[src/rtl/spike_enc_pkg.sv]
// Shared widths, event type and stage-2 decision encoding for the spike event encoder.
package spike_enc_pkg;

    localparam int NEURON_COUNT = 500;
    localparam int DATA_WIDTH   = 16;
    localparam int STEP_WIDTH   = 16;
    localparam int FIFO_DEPTH   = 16;

    localparam int ID_W    = $clog2(NEURON_COUNT);
    localparam int EVENT_W = ID_W + STEP_WIDTH;

    // Q4.12 unity: 4096 represents a membrane value of 1.0
    localparam logic signed [DATA_WIDTH-1:0] ONE_Q = 16'sd4096;

    typedef struct packed {
        logic [ID_W-1:0]       id;
        logic [STEP_WIDTH-1:0] step;
    } spike_event_t;

    typedef enum logic [1:0] {
        ACT_HOLD  = 2'd0,
        ACT_FIRE  = 2'd1,
        ACT_REARM = 2'd2
    } neuron_action_t;

endpackage

[src/rtl/spike_event_fifo.sv]
// Synchronous first-word-fall-through FIFO; a push into a full FIFO is accepted only when a pop
// frees a slot in the same cycle, otherwise it is reported on o_drop.
module spike_event_fifo
    import spike_enc_pkg::*;
#(
    parameter int WIDTH = EVENT_W,
    parameter int DEPTH = FIFO_DEPTH
) (
    input  logic             clk,
    input  logic             rst,
    input  logic             i_push,
    input  logic [WIDTH-1:0] i_data,
    input  logic             i_pop,
    output logic             o_valid,
    output logic [WIDTH-1:0] o_data,
    output logic             o_drop
);

    localparam int AW = $clog2(DEPTH);

    logic [WIDTH-1:0] r_mem [DEPTH];
    logic [AW-1:0]    r_wr_ptr;
    logic [AW-1:0]    r_rd_ptr;
    logic [AW:0]      r_count;

    logic w_empty;
    logic w_full;
    logic w_do_push;
    logic w_do_pop;

    assign w_empty   = (r_count == '0);
    assign w_full    = (r_count == (AW+1)'(DEPTH));
    assign w_do_pop  = i_pop && !w_empty;
    assign w_do_push = i_push && (!w_full || w_do_pop);
    assign o_drop    = i_push && !w_do_push;
    assign o_valid   = !w_empty;
    assign o_data    = w_empty ? '0 : r_mem[r_rd_ptr];

    always_ff @(posedge clk) begin
        if (!rst) begin
            r_wr_ptr <= '0;
            r_rd_ptr <= '0;
            r_count  <= '0;
        end else begin
            if (w_do_push) r_wr_ptr <= r_wr_ptr + 1'b1;
            if (w_do_pop)  r_rd_ptr <= r_rd_ptr + 1'b1;
            r_count <= r_count + (AW+1)'(w_do_push) - (AW+1)'(w_do_pop);
        end
    end

    always_ff @(posedge clk) begin
        if (w_do_push) r_mem[r_wr_ptr] <= i_data;
    end

endmodule

[src/rtl/spike_event_encoder.sv]
// Spike event encoder: per-neuron threshold crossing with hysteresis, events queued in a FWFT FIFO.
// Define SPIKE_ENC_RATE_EN to add rate_count, the number of fires seen in the last completed step.
module spike_event_encoder #(
    parameter int NEURON_COUNT = spike_enc_pkg::NEURON_COUNT,
    parameter int DATA_WIDTH   = spike_enc_pkg::DATA_WIDTH,
    parameter int STEP_WIDTH   = spike_enc_pkg::STEP_WIDTH,
    parameter int FIFO_DEPTH   = spike_enc_pkg::FIFO_DEPTH
) (
    input  logic                            clk,
    input  logic                            rst,
    input  logic                            in_valid,
    input  logic [$clog2(NEURON_COUNT)-1:0] in_id,
    input  logic signed [DATA_WIDTH-1:0]    in_v,
    input  logic signed [DATA_WIDTH-1:0]    thr_hi,
    input  logic signed [DATA_WIDTH-1:0]    thr_lo,
    output logic                            ev_valid,
    input  logic                            ev_ready,
    output logic [$clog2(NEURON_COUNT)-1:0] ev_id,
    output logic [STEP_WIDTH-1:0]           ev_step,
    output logic [STEP_WIDTH-1:0]           step_count,
    output logic [15:0]                     drop_count
`ifdef SPIKE_ENC_RATE_EN
    ,
    output logic [$clog2(NEURON_COUNT+1)-1:0] rate_count
`endif
);

    import spike_enc_pkg::*;

    localparam int IDW = $clog2(NEURON_COUNT);
    localparam int EVW = IDW + STEP_WIDTH;
    localparam logic [IDW-1:0] LAST_ID = IDW'(NEURON_COUNT - 1);

    logic                         r_s1_valid;
    logic [IDW-1:0]               r_s1_id;
    logic signed [DATA_WIDTH-1:0] r_s1_v;
    logic [NEURON_COUNT-1:0]      r_armed;
    logic [STEP_WIDTH-1:0]        r_step_count;
    logic                         r_s2_fire;
    logic [EVW-1:0]               r_s2_event;
    logic [15:0]                  r_drop_count;

    neuron_action_t w_action;
    logic           w_armed_cur;
    logic           w_step_end;
    logic           w_pop;
    logic           w_drop;
    logic [EVW-1:0] w_head;

    // NOTE: sequential state is written with <= so every flop samples pre-edge values.
    always_ff @(posedge clk) begin
        if (!rst) r_s1_valid <= 1'b0;
        else      r_s1_valid <= in_valid && (in_id <= LAST_ID);
    end

    // NOTE: payload flops qualified by a valid bit carry no reset; only control state does.
    always_ff @(posedge clk) begin
        r_s1_id <= in_id;
        r_s1_v  <= in_v;
    end

    assign w_armed_cur = r_armed[r_s1_id];
    assign w_step_end  = r_s1_valid && (r_s1_id == LAST_ID);

    // NOTE: default assigned first so no path leaves w_action unassigned (no latch).
    always_comb begin
        w_action = ACT_HOLD;
        if (r_s1_valid) begin
            if (w_armed_cur && (r_s1_v >= thr_hi))
                w_action = ACT_FIRE;
            else if (!w_armed_cur && (r_s1_v < thr_lo))
                w_action = ACT_REARM;
        end
    end

    always_ff @(posedge clk) begin
        if (!rst) begin
            r_armed      <= '1;
            r_step_count <= '0;
            r_s2_fire    <= 1'b0;
        end else begin
            case (w_action)
                ACT_FIRE:  r_armed[r_s1_id] <= 1'b0;
                ACT_REARM: r_armed[r_s1_id] <= 1'b1;
                default:   ;
            endcase
            if (w_step_end) r_step_count <= r_step_count + 1'b1;
            r_s2_fire <= (w_action == ACT_FIRE);
        end
    end

    // The event is stamped with the step count before this sample's own increment lands
    always_ff @(posedge clk) begin
        r_s2_event <= {r_s1_id, r_step_count};
    end

    always_ff @(posedge clk) begin
        if (!rst)
            r_drop_count <= '0;
        else if (w_drop && (r_drop_count != 16'hFFFF))
            r_drop_count <= r_drop_count + 1'b1;
    end

    assign w_pop = ev_valid && ev_ready;

    spike_event_fifo #(
        .WIDTH (EVW),
        .DEPTH (FIFO_DEPTH)
    ) u_fifo (
        .clk     (clk),
        .rst     (rst),
        .i_push  (r_s2_fire),
        .i_data  (r_s2_event),
        .i_pop   (w_pop),
        .o_valid (ev_valid),
        .o_data  (w_head),
        .o_drop  (w_drop)
    );

    assign {ev_id, ev_step} = w_head;
    assign step_count       = r_step_count;
    assign drop_count       = r_drop_count;

`ifdef SPIKE_ENC_RATE_EN
    localparam int RATE_W = $clog2(NEURON_COUNT + 1);

    logic [RATE_W-1:0] r_fire_cnt;
    logic [RATE_W-1:0] r_rate_count;
    logic              w_fire;

    assign w_fire = (w_action == ACT_FIRE);

    // A fire from the last slot belongs to the step it closes
    always_ff @(posedge clk) begin
        if (!rst) begin
            r_fire_cnt   <= '0;
            r_rate_count <= '0;
        end else if (w_step_end) begin
            r_rate_count <= r_fire_cnt + RATE_W'(w_fire);
            r_fire_cnt   <= '0;
        end else if (w_fire) begin
            r_fire_cnt <= r_fire_cnt + 1'b1;
        end
    end

    assign rate_count = r_rate_count;
`endif

endmodule

[config.mk]
export PLATFORM = sky130hd
export DESIGN_NAME = spike_event_encoder
export DESIGN_NICKNAME = d
export VERILOG_FILES = /design/src/rtl/spike_enc_pkg.sv /design/src/rtl/spike_event_fifo.sv /design/src/rtl/spike_event_encoder.sv
export SDC_FILE = /design/constraint.sdc
export NUM_CORES = 2
export LEC_CHECK = 0
export BUFFER_PORTS_ARGS = -buffer_cell sky130_fd_sc_hd__buf_2
export CAP_MARGIN = 15
export CORE_UTILIZATION = 55
export DETAILED_ROUTE_END_ITERATION = 8
export GPL_TIMING_DRIVEN = 0
export MAX_ROUTING_LAYER = met4
export PLACE_DENSITY = 0.76
export SETUP_SLACK_MARGIN = 0.15
export SLEW_MARGIN = 25
export SYNTH_ARGS = -nofsm -noshare
export SYNTH_HDL_FRONTEND = slang
export SYNTH_SLANG_ARGS = --single-unit
[constraint.sdc]
create_clock -name clk -period 4.45 [get_ports clk]
set_input_delay 0.2225 -clock clk [delete_from_list [all_inputs] [get_ports clk]]
set_output_delay 0.2225 -clock clk [all_outputs]
set_load 0.01 [all_outputs]
==> results.sh <==
export IMPL_fin_crit_ns=4.50
export IMPL_setup_violations=31
export IMPL_dpl_worst_slack_ns=-1.57
export IMPL_status="finished, violations left"
export IMPL_fin_util=0.653
export IMPL_rr_worst_depth=15
export IMPL_synth_cell_types=68
export IMPL_grt_total_usage=0.425
export IMPL_hold_viol_final=0
export IMPL_hold_start="ev_ready"
export IMPL_reg2reg_from="r_s1_id[3]$_DFF_P_"
export IMPL_via_per_inst=6.97
export IMPL_power_density_mw_per_mm2=417
export IMPL_clock_sinks=1001
export IMPL_area_growth_pct=17.5
export IMPL_synth_edf_count=400
export IMPL_path_max_fanout=10
export IMPL_numCtsBuffers=100
export IMPL_max_freq_mhz=222
export IMPL_setup_worst_path_start="r_s1_id[3]$_DFF_P_"
export IMPL_root_buffer="clkbuf_16"
export IMPL_first_pass_iters=9
export IMPL_ys_seq_elements=1001
export IMPL_synth_cells=3846
export IMPL_ys_flop_type="dfxtp_1"
export IMPL_synth_area_mm2=0.0447
export IMPL_ys_async_sr_fraction=0
export IMPL_final_layout_size_suffix_gt1_frac=0.208
export IMPL_fp_coreArea_mm2=0.0804
export IMPL_clock_latency_ns=0.70
export IMPL_drc_errors=0
export IMPL_clock_skew_final_ns=0.0450
export IMPL_via_count=37010
export IMPL_seq_area_frac_synth=0.538
export IMPL_p_total_uw=21900
export IMPL_die_area_mm2=0.0824
export IMPL_worst_ir_drop_vdd_v=0.000378
export IMPL_violations="setup timing"
export IMPL_finish_instance_area_mm2=0.0525
export IMPL_place_area_mm2=0.0472
export IMPL_placementRows=104
export IMPL_antenna_found_initial=9
export IMPL_r2r_slack_ns=-0.05
export IMPL_grt_setup_unrepaired="yes"
export IMPL_timing_final_crit_share=1.01
export IMPL_io_buffers=117
export IMPL_synth_warnings=0
export IMPL_syn_nets=3952
export IMPL_die_y_um=287
export IMPL_grt_pass1_vias=34607
export IMPL_slew_viol_final=0
export IMPL_fin_ws_ns=-0.0514
export IMPL_tightest_slew_ns=1.21
export IMPL_initialDrtViolationCount=6175
export IMPL_cts_htree_levels=3
export IMPL_cts_tree="done"
export IMPL_dp_hpwl_mm=118
export IMPL_io_pins=119
export IMPL_cp_data_arrival_time_ns=5.07
export IMPL_grt_ovfl_total=0
export IMPL_synth_avg_cell_area_um2=11.6
export IMPL_p_leak_uw=0.0213
export IMPL_die_w_um=287
export IMPL_grt_pass1_wl_mm=243
export IMPL_start_kind="flop"
export IMPL_clockBufferDepth=3
export IMPL_final_antenna_net_count=0
export IMPL_fin_nets=4264
export IMPL_min_path_type="in2reg"
export IMPL_wl_per_cell_um=32.7
export IMPL_gp_congestion=1.12
export IMPL_end_kind="flop"
export IMPL_worstSetupPathType="reg2reg"
export IMPL_critical_path_required_ns=5.02
export IMPL_holdWs_ns=0.0891
export IMPL_routed_wl_mm=174
export IMPL_hold_end="drop_count[12]$_SDFFE_PN0P_"
export IMPL_grt_max_degree=19
export IMPL_relSlewSlack=0.193
export IMPL_hold_depth=6
export IMPL_num_fill_cells=5916
export IMPL_initial_core_util=0.555
export IMPL_clkTransAtPathRegs_ns=0.06
export IMPL_maxCapViolCount=0
## routing by layer
metal	track usage	up-vias	wire length (µm)
met1	0.523	17948	61700
met2	0.620	3064	76400
met3	0.116	756	22500
met5	-	-	0
li1	-	15242	-
met4	0.262	0	13100
## worst max-delay path: stages, from the launching register on
cell       delay (ns)
dfxtp_4          0.40
buf_4            0.20
buf_4            0.19
nor2_4           0.35
clkbuf_8         0.30
a22oi_1          0.16
and3_2           0.32
a211oi_2         0.30
nand4_1          0.17
a211o_1          0.30
or4_4            0.56
buf_6            0.16
or4_4            0.45
buf_12           0.18
clkbuf_16        0.16
a2bb2oi_1        0.14
## worst max-delay path by stage
| stage | to | slack, ns | cells past startpoint |
|---|---|---|---|
| global route | flop | 0.03 | 15 |
| CTS | flop | 0.14 | 13 |
| global placement | flop | -1.59 | 14 |
| floorplan | flop | 0.54 | 14 |
| detailed placement | flop | -1.57 | 14 |
| finish | flop | -0.05 | 15 |
## cell usage after synthesis, types with 56 or more instances
master     number  area (µm²)
a22oi_1       304        2280
a2bb2oi_1     124        1090
a31oi_1       385        2410
buf_2          57         285
clkbuf_1      269        1010
dfxtp_1       601       12000
edfxtp_1      400       12000
inv_1         483        1810
mux2i_1        56         561
mux4_2        220        4950
nand2_1       104         390
nor2_1        128         480
## logic make-up (layout without fill, tap and decap cells)
group                    after synthesis  count (layout)  synth area share
XOR/XNOR                              31              31           0.00608
AND/OR/NAND/NOR                      485             485            0.0543
multiplexers                         289             289             0.127
other                                  0               9                 0
AO/OA/AOI/OAI                       1137            1137             0.184
flip-flops                          1001            1001             0.538
adder cells (fa/ha/maj)               45              45            0.0128
buffers and inverters                858            1253            0.0769
## cell type report
| cell class | count | area [µm²] | area share |
|---|---|---|---|
| inverter | 484 | 1820 | 0.0347 |
| antenna | 9 | 22.5 | 0.000429 |
| timing repair buffer | 215 | 1780 | 0.0338 |
| sequential | 1001 | 24100 | 0.458 |
| buffer | 369 | 2390 | 0.0456 |
| clock inverter | 47 | 534 | 0.0102 |
| tap | 1060 | 1330 | 0.0253 |
| clock buffer | 138 | 2810 | 0.0535 |
| multi-input combinational | 1987 | 17800 | 0.338 |
## timing repair
item / CTS / global route
setup endpoints to repair: 501 / 501
hold buffers: 26 / 0
pin swaps: 8 / 37
buffers inserted: 23 / 11
resized for setup: 268 / 135
hold endpoints to repair: 26 / 0
cloned: 1 / 8
## placed cells by master, fill, tap and decap left out, drive strengths merged, types with 35 or more instances in the layout
cell type	instances
nor2	128
nand2	104
dfxtp	601
o211ai	35
a2bb2oi	124
mux4	222
a31oi	385
clkbuf	408
a211oi	39
nor2b	39
mux2i	56
ha	44
edfxtp	400
a22oi	304
nor3	52
inv	485
buf	288
nor4	36
## power breakdown
group          switching [µW]  internal [µW]  leakage, µW  total [µW]
Sequential                120           9590      0.00855        9710
Combinational            2090           1440       0.0111        3540
Clock                    3800           4850      0.00163        8660
## through the flow
step | cells | TNS (ns)
2_1_floorplan | 3846 | 0
3_3_place_gp | 5023 | -753.00
3_5_place_dp | 5052 | -610.37
4_1_cts | 5282 | 0
5_1_grt | 5309 | 0
6_report | 5310 | -0.938
(Power assumes the default switching activity.)
